[src/rtl/pe_pool_packer_if.sv]
// Bus between the PE result stream, the pool/pack stage and its word consumer.
interface pe_pool_packer_if #(
  parameter int unsigned CELL_BIT = 8,
  parameter int unsigned N_PACK   = 4
);
  logic [CELL_BIT-1:0]        in_data;
  logic                       in_en;
  logic                       relu_en;
  logic [1:0]                 pool_len;
  logic                       flush;
  logic [CELL_BIT*N_PACK-1:0] out_word;
  logic [2:0]                 out_count;
  logic                       out_valid;
  logic                       out_ready;
  logic                       overflow;

  modport master (
    output in_data, in_en, relu_en, pool_len, flush, out_ready,
    input  out_word, out_count, out_valid, overflow
  );

  modport slave (
    input  in_data, in_en, relu_en, pool_len, flush, out_ready,
    output out_word, out_count, out_valid, overflow
  );
endinterface

[src/rtl/pe_pool_packer.sv]
// PE output stage: optional ReLU, signed max-pool of 1..4 samples, pack four
// pooled bytes per word, buffer words in a small FIFO with sticky overflow.
module pe_pool_packer #(
  parameter int unsigned cell_bit   = 8,
  parameter int unsigned N_pack     = 4,
  parameter int unsigned FIFO_DEPTH = 4
) (
  input  logic              clk,
  input  logic              reset,
  pe_pool_packer_if.slave   bus
);
  localparam int unsigned WORD_W = cell_bit * N_pack;
  localparam int unsigned LW     = $clog2(N_pack);
  localparam int unsigned AW     = $clog2(FIFO_DEPTH);
  localparam int unsigned ENT_W  = WORD_W + 3;

  logic [cell_bit-1:0] r_acc;
  logic [1:0]          r_pcnt;
  logic [1:0]          r_plen_q;
  logic [cell_bit-1:0] r_lane [N_pack];
  logic [LW-1:0]       r_lcnt;
  logic [ENT_W-1:0]    r_mem  [FIFO_DEPTH];
  logic [AW-1:0]       r_wr_ptr;
  logic [AW-1:0]       r_rd_ptr;
  logic [AW:0]         r_cnt;
  logic                r_overflow;

  logic [cell_bit-1:0] w_v;
  logic [cell_bit-1:0] w_cand;
  logic [cell_bit-1:0] w_close_val;
  logic [1:0]          w_eff_len;
  logic                w_close_nat;
  logic                w_close;
  logic [2:0]          w_bytes;
  logic                w_push;
  logic [cell_bit-1:0] w_lane [N_pack];
  logic [WORD_W-1:0]   w_word;
  logic                w_valid;
  logic                w_full;
  logic                w_pop;
  logic                w_wr;

  // Window datapath: the first sample of a window latches its own pool length.
  assign w_v         = (bus.relu_en && bus.in_data[cell_bit-1]) ? '0 : bus.in_data;
  assign w_eff_len   = (r_pcnt == 2'd0) ? bus.pool_len : r_plen_q;
  assign w_cand      = (r_pcnt == 2'd0) ? w_v :
                       (($signed(r_acc) > $signed(w_v)) ? r_acc : w_v);
  assign w_close_nat = bus.in_en && (r_pcnt == w_eff_len);
  // Flush closes whatever window is open after this cycle's sample.
  assign w_close     = w_close_nat || (bus.flush && (bus.in_en || (r_pcnt != 2'd0)));
  assign w_close_val = bus.in_en ? w_cand : r_acc;
  assign w_bytes     = 3'(r_lcnt) + 3'(w_close);
  assign w_push      = (w_close && (r_lcnt == LW'(N_pack - 1))) ||
                       (bus.flush && (w_bytes != 3'd0));

  // Outgoing word includes the byte closing on this edge; unused lanes are zero.
  always_comb begin
    w_lane = r_lane;
    if (w_close) w_lane[r_lcnt] = w_close_val;
    w_word = '0;
    for (int i = 0; i < int'(N_pack); i++)
      w_word[WORD_W-1-i*cell_bit -: cell_bit] = w_lane[i];
  end

  always_ff @(posedge clk) begin
    if (reset) begin
      r_acc    <= '0;
      r_pcnt   <= '0;
      r_plen_q <= '0;
      r_lcnt   <= '0;
      for (int i = 0; i < int'(N_pack); i++) r_lane[i] <= '0;
    end else begin
      if (bus.in_en && (r_pcnt == 2'd0)) r_plen_q <= bus.pool_len;
      if (w_close) begin
        r_pcnt <= '0;
      end else if (bus.in_en) begin
        r_acc  <= w_cand;
        r_pcnt <= r_pcnt + 2'd1;
      end
      if (w_push) begin
        r_lcnt <= '0;
        for (int i = 0; i < int'(N_pack); i++) r_lane[i] <= '0;
      end else if (w_close) begin
        r_lane[r_lcnt] <= w_close_val;
        r_lcnt         <= r_lcnt + LW'(1);
      end
    end
  end

  // FIFO: a pop frees a slot for a same-cycle push even when full.
  assign w_valid = (r_cnt != '0);
  assign w_full  = (r_cnt == (AW+1)'(FIFO_DEPTH));
  assign w_pop   = w_valid && bus.out_ready;
  assign w_wr    = w_push && (!w_full || w_pop);

  always_ff @(posedge clk) begin
    if (reset) begin
      r_wr_ptr   <= '0;
      r_rd_ptr   <= '0;
      r_cnt      <= '0;
      r_overflow <= 1'b0;
      for (int i = 0; i < int'(FIFO_DEPTH); i++) r_mem[i] <= '0;
    end else begin
      if (w_wr) begin
        r_mem[r_wr_ptr] <= {w_bytes, w_word};
        r_wr_ptr        <= r_wr_ptr + AW'(1);
      end
      if (w_pop) r_rd_ptr <= r_rd_ptr + AW'(1);
      if (w_wr && !w_pop)      r_cnt <= r_cnt + (AW+1)'(1);
      else if (!w_wr && w_pop) r_cnt <= r_cnt - (AW+1)'(1);
      if (w_push && !w_wr) r_overflow <= 1'b1;
    end
  end

  assign bus.out_valid = w_valid;
  assign bus.out_word  = w_valid ? r_mem[r_rd_ptr][WORD_W-1:0] : '0;
  assign bus.out_count = w_valid ? r_mem[r_rd_ptr][ENT_W-1:WORD_W] : 3'd0;
  assign bus.overflow  = r_overflow;
endmodule

[src/flat_wrapper.sv]
// flat-port wrapper written by rule: the top's interface ports become plain ports
module pe_pool_packer_flat 
#(
  parameter int unsigned cell_bit   = 8,
  parameter int unsigned N_pack     = 4,
  parameter int unsigned FIFO_DEPTH = 4
)
  (clk, reset, bus_in_data, bus_in_en, bus_relu_en, bus_pool_len, bus_flush, bus_out_ready, bus_out_word, bus_out_count, bus_out_valid, bus_overflow);
  pe_pool_packer_if bus_i ();
  input  logic clk;
  input  logic reset;
  input wire logic [$bits(bus_i.in_data)-1:0] bus_in_data;
  input wire logic [$bits(bus_i.in_en)-1:0] bus_in_en;
  input wire logic [$bits(bus_i.relu_en)-1:0] bus_relu_en;
  input wire logic [$bits(bus_i.pool_len)-1:0] bus_pool_len;
  input wire logic [$bits(bus_i.flush)-1:0] bus_flush;
  input wire logic [$bits(bus_i.out_ready)-1:0] bus_out_ready;
  output wire logic [$bits(bus_i.out_word)-1:0] bus_out_word;
  output wire logic [$bits(bus_i.out_count)-1:0] bus_out_count;
  output wire logic [$bits(bus_i.out_valid)-1:0] bus_out_valid;
  output wire logic [$bits(bus_i.overflow)-1:0] bus_overflow;
  assign bus_i.in_data = bus_in_data;
  assign bus_i.in_en = bus_in_en;
  assign bus_i.relu_en = bus_relu_en;
  assign bus_i.pool_len = bus_pool_len;
  assign bus_i.flush = bus_flush;
  assign bus_i.out_ready = bus_out_ready;
  assign bus_out_word = bus_i.out_word;
  assign bus_out_count = bus_i.out_count;
  assign bus_out_valid = bus_i.out_valid;
  assign bus_overflow = bus_i.overflow;
  pe_pool_packer #(.cell_bit(cell_bit), .N_pack(N_pack), .FIFO_DEPTH(FIFO_DEPTH)) u_core (.clk(clk), .reset(reset), .bus(bus_i));
endmodule
[config.mk]
export PLATFORM = sky130hd
export DESIGN_NAME = pe_pool_packer_flat
export DESIGN_NICKNAME = d
export VERILOG_FILES = /design/src/rtl/pe_pool_packer_if.sv /design/src/rtl/pe_pool_packer.sv /design/src/flat_wrapper.sv
export SDC_FILE = /design/constraint.sdc
export NUM_CORES = 1
export LEC_CHECK = 0
export BUFFER_PORTS_ARGS = -buffer_cell sky130_fd_sc_hd__buf_2
export CAP_MARGIN = 30
export CORE_UTILIZATION = 59
export DETAILED_ROUTE_END_ITERATION = 8
export PLACE_DENSITY_LB_ADDON = 0.3
export SLEW_MARGIN = 10
export SYNTH_ARGS = -nofsm -noshare
export SYNTH_HDL_FRONTEND = slang
export SYNTH_SLANG_ARGS = --single-unit
[constraint.sdc]
create_clock -name clk -period 7.65 [get_ports clk]
set_input_delay 1.1475 -clock clk [delete_from_list [all_inputs] [get_ports clk]]
set_output_delay 1.1475 -clock clk [all_outputs]
set_load 0.01 [all_outputs]
=== Word-level counts from Yosys, hierarchy flattened ===
Memory sizes are Yosys's and may differ from the RTL's. A register that Yosys moved wholly into a read port is not among the register bits.
Cells that the tools add are included.

* Bits in registers: 54
* RAM bits: 140
* Input port bits: 16
* Output and inout bits: 37
* Word-level logic and storage cells: 77
* Memories: 1

* Add/subtract/negate cells: 7
* $lt $le $gt $ge: 3
* Equal/unequal tests: 3
* Muxes and demuxes: 23
* Bitwise gates (word level): 1
* Reductions and logical operators: 27

{| class="wikitable"
|+ Memories
! name !! words !! width !! rd ports !! clocked after memory_dff !! wr ports !! line !! source
|-
| u_core.r_mem || 4 || 35 || 1 || 1 || 4 || pe_pool_packer.sv:22 || <nowiki>logic [ENT_W-1:0] r_mem [FIFO_DEPTH];</nowiki>
|}

{| class="wikitable"
|+ Operators with widths
! kind !! count
|-
| $mux 32 || 2
|-
| $mux 8 || 5
|-
| $mux 35 || 1
|-
| $reduce_or 35->1 || 1
|-
| $bwmux 32 || 1
|-
| $demux 8 s2 || 1
|-
| $logic_and 1x1->1 || 12
|-
| $mux 3 || 3
|-
| $add 2x1->2 const B || 4
|-
| $gt 8x8->1 || 1
|-
| $mux 2 || 4
|-
| $mux 1 || 6
|-
| $reduce_bool 3->1 || 2
|-
| $logic_or 1x1->1 || 4
|-
| $reduce_bool 2->1 || 2
|-
| $reduce_or 2->1 || 2
|-
| $add 2x1->3 || 1
|-
| $add 3x1->3 const B || 1
|-
| $eq 3x3->1 const B || 1
|-
| $ge 3x3->1 const B || 1
|-
| $logic_not 1->1 || 3
|-
| $lt 3x1->1 const B || 1
|-
| $not 2->3 || 1
|-
| $sub 3x1->3 const B || 1
|-
| other kinds (3) || 3
|}

=== Depth between registers and ports, before layout ===
Gate-level depths: netlist (run 1).

* Word-level depth: 15
* Mapped depth: 21
* Mapped depth without buffers: 18

=== Worst setup path after synthesis (run 1) ===
OpenSTA, ideal clock, no wires.

* Path kind: input to register
* Start: in bus_in_en
* End: mem u_core.r_mem[1][0] (netlist name) (enable)
* Setup time: 498 ps
* Data arrival time: 4788 ps
* Data required time: 7152 ps
* Path slack: 2365 ps
* Cell stages on the path: 15
* Path buffers: 4
* Cell sequence: buf_2 -> nand2_1 -> mux2_4 -> o21a_1 -> inv_2 -> clkbuf_1 -> buf_2 -> ha_1 -> ha_1 -> o31ai_1 -> a21oi_1 -> and3_1 -> nand2_1 -> clkbuf_1 -> nand2_1

{| class="wikitable"
|+ RTL lines
! element !! line !! source
|-
| from (decl) || flat_wrapper.sv:13 || <nowiki>input wire logic [$bits(bus_i.in_en)-1:0] bus_in_en;</nowiki>
|-
| to (decl) || pe_pool_packer.sv:22 ||
|}

==> results.md, run 1 <==
* Outcome: finished clean
* Final hold violations at 0
* Total chip power at 0.002859 W
* DP HPWL at 12360 um
* Via count at 5844
* Post-route DRC at 0
* Syn Nets at 743
* Final period util at 0.7453
* # fillers at 1065
* Antenna Nets Post-Route at 0
* Most frequent cells in the layout: 151 x nor2_1, 140 x edfxtp_1, 55 x dfxtp_1
* CP Max Fanout at 47
* Synth warnings at 0
* Slew headroom at 0.4566
* Buffers on Ports at 52
* Register Area at 5326 um^2
* NetSw at 0.0008498 W
* Die ar. at 16220 um^2
* Num CTS Buffers at 17
* Setup TNS at 0 ns
* H-tree depth at 4
* RSZ-0062 raised after global routing: no
* CP arrival at 5.80 ns
* First-pass GRT wire length at 31710 um
* Setup crit end kind: flip-flop
* Netlist cell types at 51
* Hold_buf cts at 0
* CTS tree: yes
* Worst EP required at 7.75 ns
* Placeable core area at 15260 um^2
* Clk Latency, worst-skew pair at 0.44 ns
* Worst Hold Class: reg2reg
* Post-Synthesis Cells at 710
* Row count at 45
* Setup bufs post-CTS at 0
* Max-cap violations at 0
* FMAX at 175.4 MHz
* Slew Limit Fails at 0
* Clk_skew at 0.009326 ns
* I/O pins at 53
* Initial Utilization at 0.6075
* Placer congestion estimate at 0.8345
* Mean Syn Cell Area at 13.06 um^2
* Vias per cell at 6.000
* Number of synthesized flops with an enable pin at 140
* Multi-input gate area at 3670 um^2
* Post-CTS sizing at 0
* Crit start category: flip-flop
* Max clock buf depth at 2
* Sw Ratio at 0.2972
* Crit Path Category: reg2reg
* Seq/Total Area, Yosys at 0.5744
* Drt wl/cell at 20.18 um
* FFs w/ async S/R, synth at 0
* Power density cells at 278.6 nW/um^2
* Die span in x at 127.3 um
* Commonest non-fill, non-tap cell in the layout: nor2_1
* Clk sink count at 196
* Clk root buf: clkbuf_16
* Final min period at 5.702 ns
* Share of cells above drive strength 1 at 0.2464
* Sequential power share at 0.435
* Grt ovf at 0
* Final net count at 783
* Synthesized area at 9270 um^2
* Synth Flop Type: edfxtp_1
* DRT iter0 DRCs at 616
* Clock Pin Slew Worst Setup and Hold Paths at 0.07 ns
* Internal power at 0.002009 W
* Clock power share at 0.302
* Die Ht at 127.3 um
* Vias in the first global route at 5884
* Gate power share at 0.262
* WL final at 19650 um
* Setup-failing EPs final at 0
* VDD IR max at 0.1726 mV
* Layout area overhead at 10.70%
* Initial antenna violation count at 0
* Worst-Margin Slew at 0.8140 ns
* Diode count at 0
* First-pass detailed-route iteration total at 5
* Largest net degree at the start of global routing at 48
* Leak at 3.785 nW
* Yosys reg bits at 196
* Overall Global Routing Usage at 0.2633
==> power by group through the flow <==
stage                     Clock (W)  Combinational [W]  Sequential (W)
after floorplan                   0           0.000555         0.00126
after global placement            0           0.000723         0.00126
after detailed placement          0           0.000743         0.00127
after CTS                  0.000868           0.000748         0.00124
after global routing       0.000912           0.000824         0.00125
final                      0.000864           0.000750         0.00125
==> metal layers <==
layer,global-route usage,vias up,share of wire
li1,-,2663,-
met1,0.3330,2878,0.40
met2,0.4359,243,0.50
met3,0.05737,60,0.062
met4,0.1225,0,0.033
met5,0,-,0
==> layout make-up <==
type,count,share of cell area
clock buffers,20,0.04560
clock inverters,12,0.009876
inverters,16,0.005852
multi-input cells,454,0.3576
flip-flops and latches,196,0.5190
well taps,211,0.02573
repair buffers,65,0.03633
==> path summary, 6_finish.rpt <==
check,start,endpoint,slack [ns],cells past startpoint
worst min-delay path,u_core.r_plen_q[1],u_core.r_plen_q[1],0.46,2
worst max register to register,u_core.r_pcnt[0],u_core.r_mem[2][8],1.95,15
worst max-delay path,u_core.r_pcnt[0],u_core.r_mem[2][8],1.95,15
worst min register to register,u_core.r_plen_q[1],u_core.r_plen_q[1],0.46,2
==> state kept, by name, summed over array words and instances, names as in the netlist, named ones only <==
signal,count
u_core.r_rd_ptr,2
u_core.r_mem,140
u_core.r_cnt,3
u_core.r_acc,8
u_core.r_lane,32
u_core.r_pcnt,2
u_core.bus.overflow,1
u_core.r_lcnt,2
u_core.r_wr_ptr,2
u_core.r_plen_q,2
==> cell usage after synthesis (all sizes together) (2+ instances only) <==
library cell	number	area [um^2]
dfxtp	56	1121
nor2	151	566.8
buf	23	136.4
o31a	8	105.1
nor3	43	245.2
o31ai	25	465.5
inv	16	60.06
mux2i	4	40.04
nand3	6	42.54
xnor2	3	26.28
nand2b	2	12.51
and2	44	275.3
a21oi	16	91.34
ha	16	200.2
a2111oi	2	42.54
o21ai	12	60.06
and4	2	17.52
nor4	7	140.1
xor2	5	43.79
nor2b	2	12.51
o211ai	2	20.02
or3	11	73.82
edfxtp	140	4204
nand2	24	110.1
clkbuf	21	78.83
a21o	26	195.2
nor4b	2	23.77
mux4	35	788.3
==> logic make-up (layout without fill, tap and decap cells) <==
kind of cell               after synthesis  after routing  synth area share
xor gates and xnor gates                 8              8          0.007559
AOI/OAI and AO/OA                       92             92            0.1065
buffers and inverters                   60            113           0.02969
adders and majority gates               17             17           0.02375
DFF                                    196            196            0.5744
and+or+nand+nor                        297            297            0.1671
muxes                                   40             40           0.09097
==> per-stage QoR <==
stage                     hold WS (ns)  area [um^2]  utilization  instances  worst slack [ns]
final                           0.4634        10260       0.6726        974             1.948
after global routing            0.4980        10260       0.6726        974             1.547
after CTS                       0.4638        10230       0.6706        972             2.015
after detailed placement        0.4469         9663       0.6333        940             1.645
after global placement          0.4450         9663       0.6333        940             1.820
after floorplan                 0.4305         9270            -        710             2.365
==> critical path, stage by stage, from the launching register on <==
cell	delay (ns)
dfxtp_1	0.34
inv_1	0.06
ha_1	0.39
mux2i_1	0.29
mux2_4	0.33
o21a_1	0.25
inv_2	0.62
ha_1	0.29
ha_1	0.17
o31ai_1	0.13
a21oi_1	0.36
nand3_4	0.48
or3b_1	0.52
buf_4	0.26
nand2_1	0.37
buf_4	0.44
No activity file was read; power rests on OpenSTA's default activity.
==> inputs of run 2 (changes only) <==
--- a/config.mk
+++ b/config.mk
@@ -7,7 +7,7 @@
 export LEC_CHECK = 0
 export BUFFER_PORTS_ARGS = -buffer_cell sky130_fd_sc_hd__buf_2
 export CAP_MARGIN = 30
-export CORE_UTILIZATION = 59
+export CORE_UTILIZATION = 55
 export DETAILED_ROUTE_END_ITERATION = 8
 export PLACE_DENSITY_LB_ADDON = 0.3
 export SLEW_MARGIN = 10
==> constraint.sdc (replaced) <==
create_clock -name clk -period 5.2 [get_ports clk]
set_input_delay 0.78 -clock clk [delete_from_list [all_inputs] [get_ports clk]]
set_output_delay 0.78 -clock clk [all_outputs]
set_load 0.01 [all_outputs]
==> run 2 against run 1 <==
Sequential share of layout area fell by 0.17 points. Non-clock buffer count grew 1. Fmax grew 30%. Final area grew 0.33%. Register-to-register slack worse by 1.1 ns. Worst setup slack worse by 1.1 ns. Clock power is 52% higher. Final cell count up 1.0%. Flip-flop and latch count is the same. Worst hold slack improved by 0.0019 ns. Die area up 7.2%. Via count shrank 1.8%.
==> results.md, run 2 (synthesized netlist as in run 1, its figures left out) <==
* Clock power share at 0.307
* Antenna Nets Post-Route at 0
* Crit start category: flip-flop
* I/O pins at 53
* Hold_buf cts at 0
* Max clock buf depth at 2
* Crit path launch: u_core.r_pcnt[0]
* Buffers on Ports at 52
* Biggest regs: u_core.r_mem: 140 flops, u_core.r_lane: 32 flops, u_core.r_acc: 8 flops
* Setup crit end kind: flip-flop
* Largest net degree at the start of global routing at 47
* Placer congestion estimate at 0.8532
* NetSw at 0.001276 W
* Clk Latency, worst-skew pair at 0.43 ns
* Initial Utilization at 0.5610
* Final net count at 784
* DP HPWL at 12560 um
* First-pass GRT wire length at 32000 um
* DRT iter0 DRCs at 595
* Share of cells above drive strength 1 at 0.2487
* Crit-path max cell delay at 0.46 ns
* Most frequent cells in the layout: 151 x nor2_1, 140 x edfxtp_1, 55 x dfxtp_1
* Layout area overhead at 11.07%
* Grt ovf at 0
* Post-CTS sizing at 0
* Most flops, register: u_core.r_mem
* Via count at 5738
* GR Util met3 at 0.04114
* Worst Hold Class: reg2reg
* Met2 GRT Util at 0.4095
* WL final at 19760 um
* Worst hold slack at 0.4654 ns
* Worst-Margin Slew at 0.8191 ns
* Reg2Reg Depth at 14
* Routing usage on met1 at 0.3191
* Die span in x at 131.8 um
* Setup-failing EPs final at 0
* Die Ht at 131.8 um
* Slowest-stage cell, CP: or3b_1
* CP Cell Sequence: inv_1 > ha_1 > mux2i_1 > mux2_4 > o21a_1 > inv_2 > ha_1 > ha_1 > o31ai_1 > a21oi_1 > nand3_4 > or3b_1 > nand2_1 > buf_4
* Slew Limit Fails at 0
* HP Start: u_core.r_lane[1]
* Placeable core area at 16520 um^2
* Clk sink count at 196
* Clk_skew at 0.006721 ns
* Hold path endpoint: u_core.r_lane[1]
* Diode count at 0
* Sequential power share at 0.438
* Worst reg2reg startpoint: u_core.r_pcnt[0]
* Power density cells at 412.8 nW/um^2
* Vias per cell at 5.831
* VDD IR max at 0.2770 mV
* Overall Global Routing Usage at 0.2452
* Reg-to-reg endpoint: u_core.r_mem[2][16]
* Final hold violations at 0
* Setup bufs post-CTS at 0
* Final period util at 0.8460
* Outcome: finished clean
* Most used cell, CP: ha_1
* RSZ-0062 raised after global routing: no
* Hold Crit Depth at 1
* Sw Ratio at 0.3003
* Die ar. at 17380 um^2
* First-pass detailed-route iteration total at 5
* FMAX at 227.3 MHz
* Clock Pin Slew Worst Setup and Hold Paths at 0.07 ns
* Register-to-register setup slack at 0.80 ns
* Commonest non-fill, non-tap cell in the layout: nor2_1
* Leak at 3.780 nW
* Max FFs per register at 140
* Post-route DRC at 0
* Setup TNS at 0 ns
* Vias in the first global route at 5919
* Num CTS Buffers at 17
* Max-cap violations at 0
* Total chip power at 0.004250 W
* Final min period at 4.399 ns
* Most Crowded Layer GR: met2
* # fillers at 1228
* Clk root buf: clkbuf_16
* Row count at 47
* Internal power at 0.002973 W
* Initial antenna violation count at 0
* Slew headroom at 0.4527
* CP Max Fanout at 31
* Crit Path Category: reg2reg
* CP arrival at 4.48 ns
* CTS tree: yes
* Drt wl/cell at 20.08 um
* Gate power share at 0.254
* Worst EP required at 5.28 ns
* H-tree depth at 4
## run 2: changes by cell type in the layout (fill, tap and decap cells not counted)
cell | before | now
clkinvlp_4 | 1 | 4
buf_4 | 11 | 13
bufinv_16 | 1 | 2
inv_4 | 2 | 0
buf_8 | 2 | 1
clkinv_2 | 5 | 2
inv_6 | 1 | 3
clkinv_4 | 2 | 3
clkbuf_1 | 1 | 0
clkbuf_16 | 18 | 17
## run 2: worst max-delay path, delay by kind of cell, from the launching register on
kind            cells  cell delay [ns]
mux                 2             0.52
compound gates      3             0.74
flops               1             0.34
simple gates        3             0.98
buf+inv             3             0.59
fa+ha+maj           3             0.85
## run 2: stage by stage
| stage | cells | setup WS (ns) | utilization | instance area, um^2 |
|---|---|---|---|---|
| after detailed placement | 951 | 0.7990 | 0.5864 | 9689 |
| after global placement | 951 | 0.9736 | 0.5864 | 9689 |
| after CTS | 983 | 0.7994 | 0.6222 | 10280 |
| after floorplan | 710 | 0.2821 | - | 9270 |
| after global routing | 984 | 0.5129 | 0.6231 | 10300 |
| final | 984 | 0.8010 | 0.6231 | 10300 |
## run 2: worst max-delay path by stage
stage                                      to  slack (ns)
after floorplan            u_core.r_mem[1][0]        0.28
after global placement    u_core.r_mem[2][22]        0.97
after detailed placement  u_core.r_mem[2][22]        0.80
after CTS                 u_core.r_mem[2][32]        0.80
after global routing      u_core.r_mem[2][13]        0.51
final                     u_core.r_mem[2][16]        0.80
## run 2: cell type report
class / count / area, um^2 / area share
clock buffer: 18 / 439.2 / 0.04265
sequential: 196 / 5326 / 0.5173
multi-input combinational: 454 / 3670 / 0.3564
inverter: 16 / 60.06 / 0.005833
timing repair buffer: 66 / 372.9 / 0.03621
clock inverter: 14 / 152.6 / 0.01483
tap: 220 / 275.3 / 0.02673
## run 2: power by group through the flow
| stage | Clock [W] | Combinational (W) | Sequential, W |
|---|---|---|---|
| 2_1_floorplan | 0 | 0.000817 | 0.00185 |
| 3_3_place_gp | 0 | 0.00106 | 0.00189 |
| 3_5_place_dp | 0 | 0.00109 | 0.00190 |
| 4_1_cts | 0.00132 | 0.00109 | 0.00187 |
| 5_1_grt | 0.00138 | 0.00117 | 0.00188 |
| 6_report | 0.00131 | 0.00108 | 0.00186 |
## run 2: routing by layer
| layer | vias up | share of wire |
|---|---|---|
| li1 | 2674 | - |
| met2 | 191 | 0.51 |
| met1 | 2841 | 0.42 |
| met3 | 32 | 0.051 |
| met4 | 0 | 0.023 |
| met5 | - | 0 |
==> inputs of run 3 (changes only) <==
==> constraint.sdc (replaced) <==
create_clock -name clk -period 3.8 [get_ports clk]
set_input_delay 0.57 -clock clk [delete_from_list [all_inputs] [get_ports clk]]
set_output_delay 0.57 -clock clk [all_outputs]
set_load 0.01 [all_outputs]
==> run 3 against run 2 <==
Total power is 36% higher. Clock power is 27% higher. Wire length is 1.5% lower. Critical path type unchanged.
==> results.md, run 3 (synthesized netlist as in run 1, its figures left out) <==
* Outcome: finished clean
* Post-route DRC at 0
* DRT iter0 DRCs at 363
* WL final at 19460 um
* Worst Slack Setup Final at 0.1119 ns
* Clk sink count at 196
* VDD IR max at 0.3423 mV
* Share of cells above drive strength 1 at 0.2852
* Most frequent cells in the layout: 151 x nor2_1, 140 x edfxtp_1, 53 x dfxtp_1
* Clk Latency, worst-skew pair at 0.43 ns
* Sw Ratio at 0.3096
* Sequential power share at 0.439
* Crit path launch: u_core.r_pcnt[1]
* Die ar. at 17380 um^2
* Drt wl/cell at 19.56 um
* Grt ovf at 0
* First-pass GRT wire length at 30960 um
* Register-to-register setup slack at 0.11 ns
* Worst reg2reg startpoint: u_core.r_pcnt[1]
* Final net count at 795
* Max clock buf depth at 2
* Initial Utilization at 0.5610
* Vias in the first global route at 5799
* Antenna Nets Post-Route at 0
* Slowest-stage cell, CP: or3_1
* Total chip power at 0.005760 W
* Largest net degree at the start of global routing at 47
* Placeable core area at 16520 um^2
* Clk_skew at 0.01073 ns
* H-tree depth at 4
* Vias per cell at 5.797
* Row count at 47
* Max FFs per register at 140
* Placer congestion estimate at 0.8479
* Clk root buf: clkbuf_16
* Initial antenna violation count at 0
* Worst Hold Class: in2reg
* HP Start: bus_pool_len[0]
* FMAX at 271.1 MHz
* Pre-CTS setup slack at 0.02009 ns
* DP HPWL at 12670 um
* Final hold violations at 0
* Layout area overhead at 13.24%
* Num CTS Buffers at 17
* CP Max Fanout at 7
* First-pass detailed-route iteration total at 5
* Buffers on Ports at 52
* Commonest non-fill, non-tap cell in the layout: nor2_1
* Setup-failing EPs final at 0
* Clock Pin Slew Worst Setup and Hold Paths at 0.07 ns
* Worst EP required at 4.16 ns
* Crit-path max cell delay at 0.36 ns
* Internal power at 0.003976 W
* CP Cell Sequence: inv_2 > ha_4 > mux2i_2 > mux2_4 > o21a_4 > inv_2 > ha_4 > ha_4 > o31ai_4 > buf_4 > a21oi_4 > nand2_2 > inv_1 > ha_2 > inv_2 > fa_2 > xor2_1 > or3_1 > a21oi_2
* Max-cap violations at 0
* Setup crit end kind: flip-flop
* Slew headroom at 0.4023
* NetSw at 0.001783 W
* Diode count at 0
* Crit Path Category: reg2reg
* Via count at 5768
* Biggest regs: u_core.r_mem: 140 flops, u_core.r_lane: 32 flops, u_core.r_acc: 8 flops
* Clock power share at 0.289
* CTS tree: yes
* Final min period at 3.688 ns
* Overall Global Routing Usage at 0.2345
* Die Ht at 131.8 um
* Die span in x at 131.8 um
* Worst-Margin Slew at 0.8966 ns
* Setup TNS at 0 ns
* Gate power share at 0.272
* Worst hold slack at 0.4493 ns
* Slew Limit Fails at 0
* Crit start category: flip-flop
* CP arrival at 4.04 ns
* Final period util at 0.9705
* Most flops, register: u_core.r_mem
* I/O pins at 53
* Leak at 3.824 nW
* Power density cells at 548.7 nW/um^2
## run 3: cell type report
cell class / instances / area, um^2
fill: 1222 / 6027
sequential: 196 / 5331
multi-input combinational: 454 / 3825
timing repair buffer: 77 / 460.4
clock buffer: 17 / 425.4
tap: 220 / 275.3
clock inverter: 15 / 120.1
inverter: 16 / 60.06
## run 3: path summary, 6_finish.rpt
check | depth (start not counted) | end
max | 19 | u_core.r_cnt[2]
min | 3 | u_core.r_plen_q[0]
max reg2reg | 19 | u_core.r_cnt[2]
min reg2reg | 1 | u_core.r_lane[5]
## run 3: stage by stage
step	cells	cell area [um^2]	util
after floorplan	710	9369	-
after global placement	959	9841	0.5955
after detailed placement	959	9841	0.5955
after CTS	991	10390	0.6287
after global routing	995	10500	0.6353
final	995	10500	0.6353
## run 3: what timing repair did
item                                    CTS  global route
pin swaps                                 0             7
gates resized for setup                   1            18
endpoints found under the setup margin    1            40
gates cloned                              0             0
buffers inserted                          0             4
hold buffers                              0             0
## run 3: power by group through the flow
stage	clock network, W	registers (W)	logic [W]
global route	0.00176	0.00255	0.00170
finish	0.00167	0.00253	0.00156
CTS	0.00169	0.00253	0.00153
global placement	0	0.00256	0.00150
floorplan	0	0.00253	0.00114
detailed placement	0	0.00258	0.00153
## run 3: per-layer routing
layer,track usage,vias up,share of wire
met2,0.3971,153,0.51
met5,0,-,0
li1,-,2706,-
met1,0.3047,2889,0.43
met3,0.04075,20,0.039
met4,0.08463,0,0.017
## run 3: worst max-delay path: cells and delay by family (launching register included)
family | cells | cell delay [ns]
flops | 1 | 0.35
mux | 2 | 0.58
fa+ha+maj | 5 | 0.99
simple gates | 2 | 0.45
buf+inv | 5 | 0.42
compound gates | 4 | 0.65
xor+xnor | 1 | 0.17
